<file path="config.mk">
export PLATFORM = sky130hd
export DESIGN_NAME = uart_rx_flat
export DESIGN_NICKNAME = d
export VERILOG_FILES = /design/src/rtl/uart_pkg.sv /design/src/rtl/uart_rx_if.sv /design/src/rtl/sync_2ff.sv /design/src/rtl/uart_rx.sv /design/src/flat_wrapper.sv
export SDC_FILE = /design/constraint.sdc
export NUM_CORES = 1
export LEC_CHECK = 0
export CAP_MARGIN = 5
export CORE_MARGIN = 10
export CORE_UTILIZATION = 30
export DETAILED_ROUTE_END_ITERATION = 10
export GPL_TIMING_DRIVEN = 0
export SYNTH_ARGS = -nofsm -noshare
export SYNTH_HDL_FRONTEND = slang
export SYNTH_SLANG_ARGS = --single-unit
</file>
<file path="constraint.sdc">
create_clock -name clk -period 3 [get_ports clk]
set_input_delay 0.3 -clock clk [delete_from_list [all_inputs] [get_ports clk]]
set_output_delay 0.3 -clock clk [all_outputs]
set_load 0.005 [all_outputs]
</file>
<file path="src/rtl/uart_pkg.sv">
// Shared types and defaults for the UART receive path.
// State encoding and frame geometry used by uart_rx and its bench.
package uart_pkg;

    localparam int UART_OVERSAMPLE = 16;
    localparam int UART_DATA_BITS  = 8;

    typedef enum logic [2:0] {
        UART_RX_IDLE      = 3'd0,
        UART_RX_START     = 3'd1,
        UART_RX_DATA      = 3'd2,
        UART_RX_STOP      = 3'd3,
        UART_RX_WAIT_HIGH = 3'd4
    } uart_rx_state_e;

endpackage

</file>
<file path="src/rtl/uart_rx_if.sv">
// Valid/ready byte channel out of the UART receiver.
// master = receiver side, slave = consumer side.
interface uart_rx_if #(
    parameter int DATA_BITS = 8
);
    logic [DATA_BITS-1:0] rx_data;
    logic                 rx_valid;
    logic                 rx_ready;

    modport master (output rx_data, output rx_valid, input rx_ready);
    modport slave  (input rx_data, input rx_valid, output rx_ready);
endinterface

</file>
<file path="src/rtl/sync_2ff.sv">
// Two-stage synchroniser for a single asynchronous input.
// RST_VAL sets the value both stages take during reset.
module sync_2ff #(
    parameter logic RST_VAL = 1'b1
) (
    input  logic clk,
    input  logic rst,
    input  logic d_i,
    output logic q_o
);
    logic meta_q;
    logic sync_q;

    always_ff @(posedge clk or posedge rst) begin
        if (rst) begin
            meta_q <= RST_VAL;
            sync_q <= RST_VAL;
        end else begin
            meta_q <= d_i;
            sync_q <= meta_q;
        end
    end

    assign q_o = sync_q;
endmodule

</file>
<file path="src/rtl/uart_rx.sv">
// 8N1 UART receiver: 16x oversampled, mid-bit sampling, one-entry
// valid/ready holding register with framing and overrun error pulses.
//
// state     | meaning
// IDLE      | line idle, waiting for a low sample
// START     | counting to start-bit centre, rejecting glitches
// DATA      | sampling data bits LSB first
// STOP      | sampling stop bit, deliver or flag framing error
// WAIT_HIGH | after framing error, wait for line to return high
module uart_rx
    import uart_pkg::*;
#(
    parameter int DATA_BITS  = UART_DATA_BITS,
    parameter int OVERSAMPLE = UART_OVERSAMPLE
) (
    input  logic        clk,
    input  logic        rst,
    input  logic        rx_enable,
    input  logic        rx,
    uart_rx_if.master   rx_bus,
    output logic        frame_err,
    output logic        overrun_err
);
    localparam int TICK_W = $clog2(OVERSAMPLE);
    localparam int BIT_W  = $clog2(DATA_BITS + 1);
    localparam logic [TICK_W-1:0] TICK_HALF = TICK_W'(OVERSAMPLE / 2 - 1);
    localparam logic [TICK_W-1:0] TICK_LAST = TICK_W'(OVERSAMPLE - 1);
    localparam logic [BIT_W-1:0]  BIT_LAST  = BIT_W'(DATA_BITS - 1);

    logic rx_s;

    sync_2ff #(.RST_VAL(1'b1)) u_sync (
        .clk (clk),
        .rst (rst),
        .d_i (rx),
        .q_o (rx_s)
    );

    uart_rx_state_e       state_q, state_d;
    logic [TICK_W-1:0]    tick_q, tick_d;
    logic [BIT_W-1:0]     bit_q, bit_d;
    logic [DATA_BITS-1:0] shift_q, shift_d;
    logic [DATA_BITS-1:0] data_q, data_d;
    logic                 valid_q, valid_d;
    logic                 ferr_q, ferr_d;
    logic                 ovr_q, ovr_d;
    logic                 stop_ok;

    always_ff @(posedge clk or posedge rst) begin
        if (rst) begin
            state_q <= UART_RX_IDLE;
            tick_q  <= '0;
            bit_q   <= '0;
            shift_q <= '0;
            data_q  <= '0;
            valid_q <= 1'b0;
            ferr_q  <= 1'b0;
            ovr_q   <= 1'b0;
        end else begin
            state_q <= state_d;
            tick_q  <= tick_d;
            bit_q   <= bit_d;
            shift_q <= shift_d;
            data_q  <= data_d;
            valid_q <= valid_d;
            ferr_q  <= ferr_d;
            ovr_q   <= ovr_d;
        end
    end

    always_comb begin
        state_d = state_q;
        tick_d  = tick_q;
        bit_d   = bit_q;
        shift_d = shift_q;
        data_d  = data_q;
        valid_d = valid_q;
        ferr_d  = 1'b0;
        ovr_d   = 1'b0;
        stop_ok = 1'b0;

        if (valid_q && rx_bus.rx_ready) begin
            valid_d = 1'b0;
        end

        if (rx_enable) begin
            unique case (state_q)
                UART_RX_IDLE: begin
                    if (!rx_s) begin
                        state_d = UART_RX_START;
                        tick_d  = '0;
                    end
                end
                UART_RX_START: begin
                    if (tick_q == TICK_HALF) begin
                        tick_d  = '0;
                        bit_d   = '0;
                        state_d = rx_s ? UART_RX_IDLE : UART_RX_DATA;
                    end else begin
                        tick_d = tick_q + 1'b1;
                    end
                end
                UART_RX_DATA: begin
                    if (tick_q == TICK_LAST) begin
                        shift_d = {rx_s, shift_q[DATA_BITS-1:1]};
                        tick_d  = '0;
                        bit_d   = bit_q + 1'b1;
                        if (bit_q == BIT_LAST) begin
                            state_d = UART_RX_STOP;
                        end
                    end else begin
                        tick_d = tick_q + 1'b1;
                    end
                end
                UART_RX_STOP: begin
                    if (tick_q == TICK_LAST) begin
                        tick_d = '0;
                        if (rx_s) begin
                            stop_ok = 1'b1;
                            state_d = UART_RX_IDLE;
                        end else begin
                            ferr_d  = 1'b1;
                            state_d = UART_RX_WAIT_HIGH;
                        end
                    end else begin
                        tick_d = tick_q + 1'b1;
                    end
                end
                UART_RX_WAIT_HIGH: begin
                    if (rx_s) begin
                        state_d = UART_RX_IDLE;
                    end
                end
                default: state_d = UART_RX_IDLE;
            endcase
        end

        // A byte may land in the same cycle the old one is drained.
        if (stop_ok) begin
            if (!valid_q || rx_bus.rx_ready) begin
                data_d  = shift_q;
                valid_d = 1'b1;
            end else begin
                ovr_d = 1'b1;
            end
        end
    end

    assign rx_bus.rx_data  = data_q;
    assign rx_bus.rx_valid = valid_q;
    assign frame_err       = ferr_q;
    assign overrun_err     = ovr_q;
endmodule

</file>
<file path="src/flat_wrapper.sv">
// flat-port wrapper written by rule: the top's interface ports become plain ports
module uart_rx_flat import uart_pkg::*;
#(
    parameter int DATA_BITS  = UART_DATA_BITS,
    parameter int OVERSAMPLE = UART_OVERSAMPLE
)
  (clk, rst, rx_enable, rx, frame_err, overrun_err, rx_bus_rx_data, rx_bus_rx_valid, rx_bus_rx_ready);
  uart_rx_if #(.DATA_BITS(DATA_BITS)) rx_bus_i ();
  input  logic clk;
  input  logic rst;
  input  logic rx_enable;
  input  logic rx;
  output logic frame_err;
  output logic overrun_err;
  output wire logic [$bits(rx_bus_i.rx_data)-1:0] rx_bus_rx_data;
  output wire logic [$bits(rx_bus_i.rx_valid)-1:0] rx_bus_rx_valid;
  input wire logic [$bits(rx_bus_i.rx_ready)-1:0] rx_bus_rx_ready;
  assign rx_bus_rx_data = rx_bus_i.rx_data;
  assign rx_bus_rx_valid = rx_bus_i.rx_valid;
  assign rx_bus_i.rx_ready = rx_bus_rx_ready;
  uart_rx #(.DATA_BITS(DATA_BITS), .OVERSAMPLE(OVERSAMPLE)) u_core (.clk(clk), .rst(rst), .rx_enable(rx_enable), .rx(rx), .rx_bus(rx_bus_i), .frame_err(frame_err), .overrun_err(overrun_err));
endmodule
</file>
### Yosys cells after proc, flatten, opt, wreduce, memory -nomap -nowiden

Cells that the tools add are included.

| word-level totals | value |
|---|---|
| flip-flop bits (word level) | 32 |
| input port bits | 5 |
| output and inout port bits | 11 |
| word-level logic and storage cells | 66 |

| operators by class | value |
|---|---|
| add/subtract/negate cells | 2 |
| equality and inequality tests | 13 |
| multiplexer cells | 29 |
| reduce and logical (&&, ||, !) cells | 12 |

Operators by type and width:

| operator | count |
|---|---|
| $mux W3 | 7 |
| $mux W4 | 5 |
| $pmux W3 S5 | 1 |
| $mux W1 | 13 |
| $pmux W4 S3 | 1 |
| $add A4 B1 Y4 const B | 2 |
| $eq A4 B3 Y1 const B | 2 |
| $ne A2 B1 Y1 const B | 4 |
| $pmux W4 S2 | 1 |
| $reduce_and A7 Y1 | 1 |
| $eq A3 B2 Y1 const B | 2 |
| $reduce_and A3 Y1 | 2 |
| $eq A4 B4 Y1 const B | 1 |
| $ne A2 B2 Y1 const B | 2 |
| $reduce_and A4 Y1 | 1 |
| $eq A3 B1 Y1 const B | 1 |
| $eq A3 B3 Y1 const B | 1 |
| $logic_not A3 Y1 | 1 |
| $reduce_bool A3 Y1 | 1 |
| $mux W2 | 1 |
| $reduce_and A2 Y1 | 1 |
| $reduce_bool A2 Y1 | 1 |
| $reduce_or A2 Y1 | 1 |
| $logic_and A1 B1 Y1 | 1 |
| 2 further kinds | 2 |

### Depth between registers and ports, before layout

| logic depth | value |
|---|---|
| depth after elaboration | 5 |
| gate-level depth with buffers | 5 |
| depth with buffers taken out | 4 |

### By module

A second synthesis with hierarchy kept.

| second synthesis, totals | value |
|---|---|
| cell total of the unflattened synthesis | 122 |
| area total of the unflattened synthesis | 1535.2 sq um |

By module, submodules not included:

| module | times used | cells an instance | area an instance (sq um) | seq. area each (sq um) |
|---|---|---|---|---|
| uart_rx | 1 | 119 | 1478.9 | 750.7 |
| sync_2ff | 1 | 3 | 56.3 | 52.6 |

### Worst setup path before layout

Ideal clock, no wire load.

| timing path | value |
|---|---|
| kind | reg-to-reg |
| start point | reg u_core.tick_q[0] |
| end point | reg u_core.data_q[0], in the netlist u_core.rx_bus.rx_data[0] |
| setup time | 0.125 ns |
| arrival time | 1.576 ns |
| data required time | 2.875 ns |
| path slack | 1.299 ns |
| cell stages (with the launch flop) | 5 |
| buffers on the path | 0 |
| clock period less this slack | 1.701 ns |
| cell sequence | dfrtp_1 > ha_1 > nand3_2 > nor4_4 > mux2_2 |

| between the ends | value |
|---|---|
| cells in the longest elaborated chain, start to end | 5 |

Ends and longest elaborated chain:

| item | RTL line | text |
|---|---|---|
| from (decl) | uart_rx.sv:40 | `logic [TICK_W-1:0] tick_q, tick_d;` |
| from (signal assigned) | uart_rx.sv:61 | `tick_q <= tick_d;` |
| $eq A4 B4 Y1 | uart_rx.sv:116 | `if (tick_q == TICK_LAST) begin` |
| $mux W1 | uart_rx.sv:116 |  |
| $mux W1 | uart_rx.sv:87 | `unique case (state_q)` |
| $mux W1 | uart_rx.sv:86 | `if (rx_enable) begin` |
| $reduce_and A2 Y1 (no line) | n/a |  |
| to (signal assigned) | uart_rx.sv:64 | `data_q <= data_d;` |
| to (decl) | uart_rx.sv:43 | `logic [DATA_BITS-1:0] data_q, data_d;` |

No other way between the ends.
A chain may end at the register's enable or synchronous reset.

### Worst setup path after layout

| timing path | value |
|---|---|
| start point | in rx_enable |
| end point | reg u_core.data_q[0], in the netlist u_core.rx_bus.rx_data[0] |

| between the ends | value |
|---|---|
| cells in the longest elaborated chain, start to end | 2 |

Ends and longest elaborated chain:

| item | RTL line | text |
|---|---|---|
| from (decl) | flat_wrapper.sv:11 | `input logic rx_enable;` |
| $mux W1 | uart_rx.sv:86 |  |
| $reduce_and A2 Y1 (no line) | n/a |  |

No other way between the ends.

==> impl_table.tex <==
\begin{tabular}{lr}
\hline
Metric & Value \\
\hline
\multicolumn{2}{l}{\textbf{Timing}} \\
\quad Worst clock skew & 0.00575 ns \\
\quad Portion of the clock cycle consumed by the worst path in the final layout & 67.6\% \\
\quad Unrepaired setup endpoints after global routing & false \\
\quad Final setup violation count & 0 \\
\quad Worst-case headroom to the max-slew limit & 59.6\% \\
\quad F\_max & 0.493 GHz \\
\quad Hold slack & 0.271 ns \\
\quad Pins over their slew limit & 0 \\
\quad Aggregate negative setup slack & 0 ns \\
\quad Transition time of the tightest slew-check pin & 0.602 ns \\
\quad Hold Fails Final Rpt & 0 \\
\quad Minimum period implied by the final worst setup slack & 2.03 ns \\
\multicolumn{2}{l}{\textbf{Synthesis}} \\
\quad Predominant post-synthesis flop cell & dfrtp\_1 \\
\quad Cell types occupying the most area after synthesis & dfrtp\_1, mux2\_2, dfstp\_2 \\
\quad Number of synthesized flops with an enable pin & 0 \\
\quad Synthesized Nets & 122 \\
\quad Cell type with the largest total area after synthesis & dfrtp\_1 \\
\quad Synth unique cells & 40 \\
\quad Register area share after synthesis & 54.5\% \\
\quad Number of synthesized register bits & 32 \\
\quad Post-synthesis average cell area & 12.8 um\^{}2 \\
\quad Post-synthesis instance area & 1470 um\^{}2 \\
\quad Yosys synthesis warning count & 0 \\
\quad Area share of the largest cell type after synthesis & 51.0\% \\
\quad Share of synthesized registers carrying an async set or reset & 100\% \\
\quad Number of cells produced by synthesis & 115 \\
\multicolumn{2}{l}{\textbf{Finish}} \\
\quad Seq. cell area & 803 um\^{}2 \\
\quad Final standard cell area without fillers & 1820 um\^{}2 \\
\quad Filler-free cell count of the finished design & 206 \\
\quad Total Nets Final & 145 \\
\quad Fill cell total of the finished layout & 458 \\
\quad Multi-input gate area & 624 um\^{}2 \\
\quad Antenna cells & 0 \\
\quad Proportion of layout cells with a drive suffix above 1 & 26.6\% \\
\quad Layout overhead on the synthesized area & 23.7\% \\
\multicolumn{2}{l}{\textbf{Global route}} \\
\quad Overall track demand over capacity in global routing & 7.16\% \\
\quad Number of antenna violations at the first check in global routing & 0 \\
\quad Global-route wire length before repair & 4.93 mm \\
\quad Largest net degree at the start of global routing & 33 \\
\quad Global route overflow & 0 \\
\quad Via count of the first global-routing pass & 1050 \\
\multicolumn{2}{l}{\textbf{Die}} \\
\quad Die width & 90.1 um \\
\quad Die footprint & 8110 um\^{}2 \\
\quad Initial core utilization & 31.0\% \\
\quad Number of placed I/O pins & 16 \\
\quad Area of the core & 4750 um\^{}2 \\
\quad Count of standard-cell rows & 25 \\
\quad Height of the die & 90.1 um \\
\multicolumn{2}{l}{\textbf{Min path}} \\
\quad Hold Path Class & in -> async \\
\multicolumn{2}{l}{\textbf{Drt}} \\
\quad Top layer in use & met4 \\
\quad \# DRC & 0 \\
\quad Drt initial violations & 130 \\
\quad Total via count in the routed design & 1001 \\
\quad Vias/cell & 4.86 \\
\quad Total wirelength of the detailed-routed design & 2.84 mm \\
\quad DRT Pass-1 Iters & 4 \\
\quad ANT nets after route & 0 \\
\quad Routed length on met1 & 1.21 mm \\
\quad Routed length on met3 & 232 um \\
\quad Met2 wire length & 1.38 mm \\
\quad Wire length per cell & 13.8 um \\
\multicolumn{2}{l}{\textbf{Setup path}} \\
\quad Critical path capture point type & flip-flop \\
\quad Crit path DAT & 2.19 ns \\
\quad Reg-to-Reg End & u\_core.rx\_bus.rx\_data[0] \\
\quad Maximum cell stage delay along the critical path & 0.65 ns \\
\quad Launch point of the worst reg-to-reg path & u\_core.tick\_q[0] \\
\quad Worst reg2reg path depth & 4 \\
\quad Crit path buffers/inverters & 1 \\
\quad Kind of start point of the critical path & primary input \\
\quad CP Max Fanout & 8 \\
\quad Critical Path RT & 3.17 ns \\
\quad Crit-path cells & clkdlybuf4s50\_1 > nand3\_2 > nor4\_4 > mux2\_2 \\
\quad Worst-path cell with the longest stage delay & clkdlybuf4s50\_1 \\
\quad Largest delay share family, worst path & simple AND/OR/NAND/NOR gates \\
\quad R2R Setup Slk & 1.03 ns \\
\quad Path type of the worst setup path & in -> reg \\
\multicolumn{2}{l}{\textbf{Place}} \\
\quad Buffers added on ports & 15 \\
\quad Detail Placement HPWL & 2.03 mm \\
\quad Placer congestion estimate & 0.907 \\
\quad Placed instance area & 1710 um\^{}2 \\
\quad Placed instance count & 197 \\
\multicolumn{2}{l}{\textbf{Clock tree}} \\
\quad H-tree levels & 2 \\
\quad CTS hold repair buffers & 0 \\
\quad Clock sink total & 32 \\
\quad CTS resizes & 0 \\
\quad Cell at the root of the clock tree & clkbuf\_8 \\
\quad CTS Buffer Depth & 2 \\
\quad Clock slew at reported path FFs & 0.07 ns \\
\quad Post-CTS Setup Repair Bufs & 0 \\
\quad Clock tree from TritonCTS & yes \\
\quad Number of buffers inserted during clock tree synthesis & 5 \\
\quad Clk Latency, worst-skew pair & 0.28 ns \\
\multicolumn{2}{l}{\textbf{Run status}} \\
\quad Result of the run & finished, final reports clean \\
\multicolumn{2}{l}{\textbf{Power}} \\
\quad Pwr per Cell Area & 668 nW/um\^{}2 \\
\quad Leak pwr & 0.819 nW \\
\quad Maximum VDD drop & 0.332 mV \\
\multicolumn{2}{l}{\textbf{Flow run}} \\
\quad Max-cap violations & 0 \\
\hline
\end{tabular}
[worst max path at each step]
stage                      from                  endpoint  slack, ns  cells after the start
2_1_floorplan  u_core.tick_q[0]  u_core.rx_bus.rx_data[0]       1.30                      4
3_3_place_gp          rx_enable  u_core.rx_bus.rx_data[1]       0.72                      4
3_5_place_dp          rx_enable  u_core.rx_bus.rx_data[6]       0.68                      4
4_1_cts               rx_enable  u_core.rx_bus.rx_data[0]       0.98                      4
5_1_grt               rx_enable  u_core.rx_bus.rx_data[5]       0.86                      4
6_report              rx_enable  u_core.rx_bus.rx_data[0]       0.97                      4
[cells by family after synthesis]
group	count (synthesis)	share of synthesized area (%)
buf+inv	11	3.06
fa+ha+maj	2	1.70
mux	18	13.6
compound gates	24	12.8
simple gates	27	13.7
xor+xnor	1	0.595
flops	32	54.5
[layout make-up]
type	count	area share [%]
tap	67	4.60
timing repair buffer	16	9.75
sequential	32	44.1
buffer	5	1.24
multi-input combinational	72	34.3
inverter	6	1.24
clock inverter	3	1.03
clock buffer	5	3.78
[flip-flops by register name, indices dropped and copies added, names as in the netlist]
name and flops:
u_core.frame_err 1, u_core.shift_q 8, u_core.tick_q 4, u_core.u_sync.q_o 1
u_core.u_sync.meta_q 1, u_core.rx_bus.rx_valid 1, u_core.rx_bus.rx_data 8, u_core.overrun_err 1
u_core.bit_q 4, u_core.state_q 3
[metrics by stage]
stage | setup slack (ns) | utilization (%) | total power, mW
2_1_floorplan | 1.30 | - | 0.816
3_3_place_gp | 0.725 | 35.9 | 0.880
3_5_place_dp | 0.677 | 35.9 | 0.895
4_1_cts | 0.977 | 37.7 | 1.22
5_1_grt | 0.858 | 38.3 | 1.30
6_report | 0.973 | 38.3 | 1.22
[routing by layer]
layer / vias to the layer above / GRT usage, %
met4: 0 / 1.86
met2: 32 / 11.4
met1: 498 / 8.08
met5: - / 0
li1: 469 / -
met3: 2 / 4.07
[synthesized netlist by cell type (2+ instances only)]
library cell	number
a2111oi_0	2
a21o_1	4
a21oi_1	3
a221o_1	2
a31oi_1	3
a41oi_1	2
and2_1	2
and3_1	2
buf_2	3
clkbuf_1	2
dfrtp_1	30
dfstp_2	2
ha_1	2
inv_1	6
mux2_2	16
mux2i_1	2
nand2_1	2
nand2b_1	3
nand3_2	2
nand3b_1	2
nor2_1	2
nor2b_1	2
or2b_1	2
[power breakdown]
part           internal (mW)  switching (mW)
Sequential             0.491          0.0450
Clock                  0.161           0.161
Combinational          0.154           0.205
[layout by cell type, fill, tap and decap left out, types with 3 or more instances in the layout]
cell,netlist,final
a21o_1,4,4
a21oi_1,3,3
a31oi_1,3,3
buf_2,3,3
clkbuf_8,0,5
clkdlybuf4s50_1,0,15
dfrtp_1,30,30
inv_1,6,6
mux2_2,16,16
nand2b_1,3,3
Note: power is estimated with default switching activity, not from simulation.
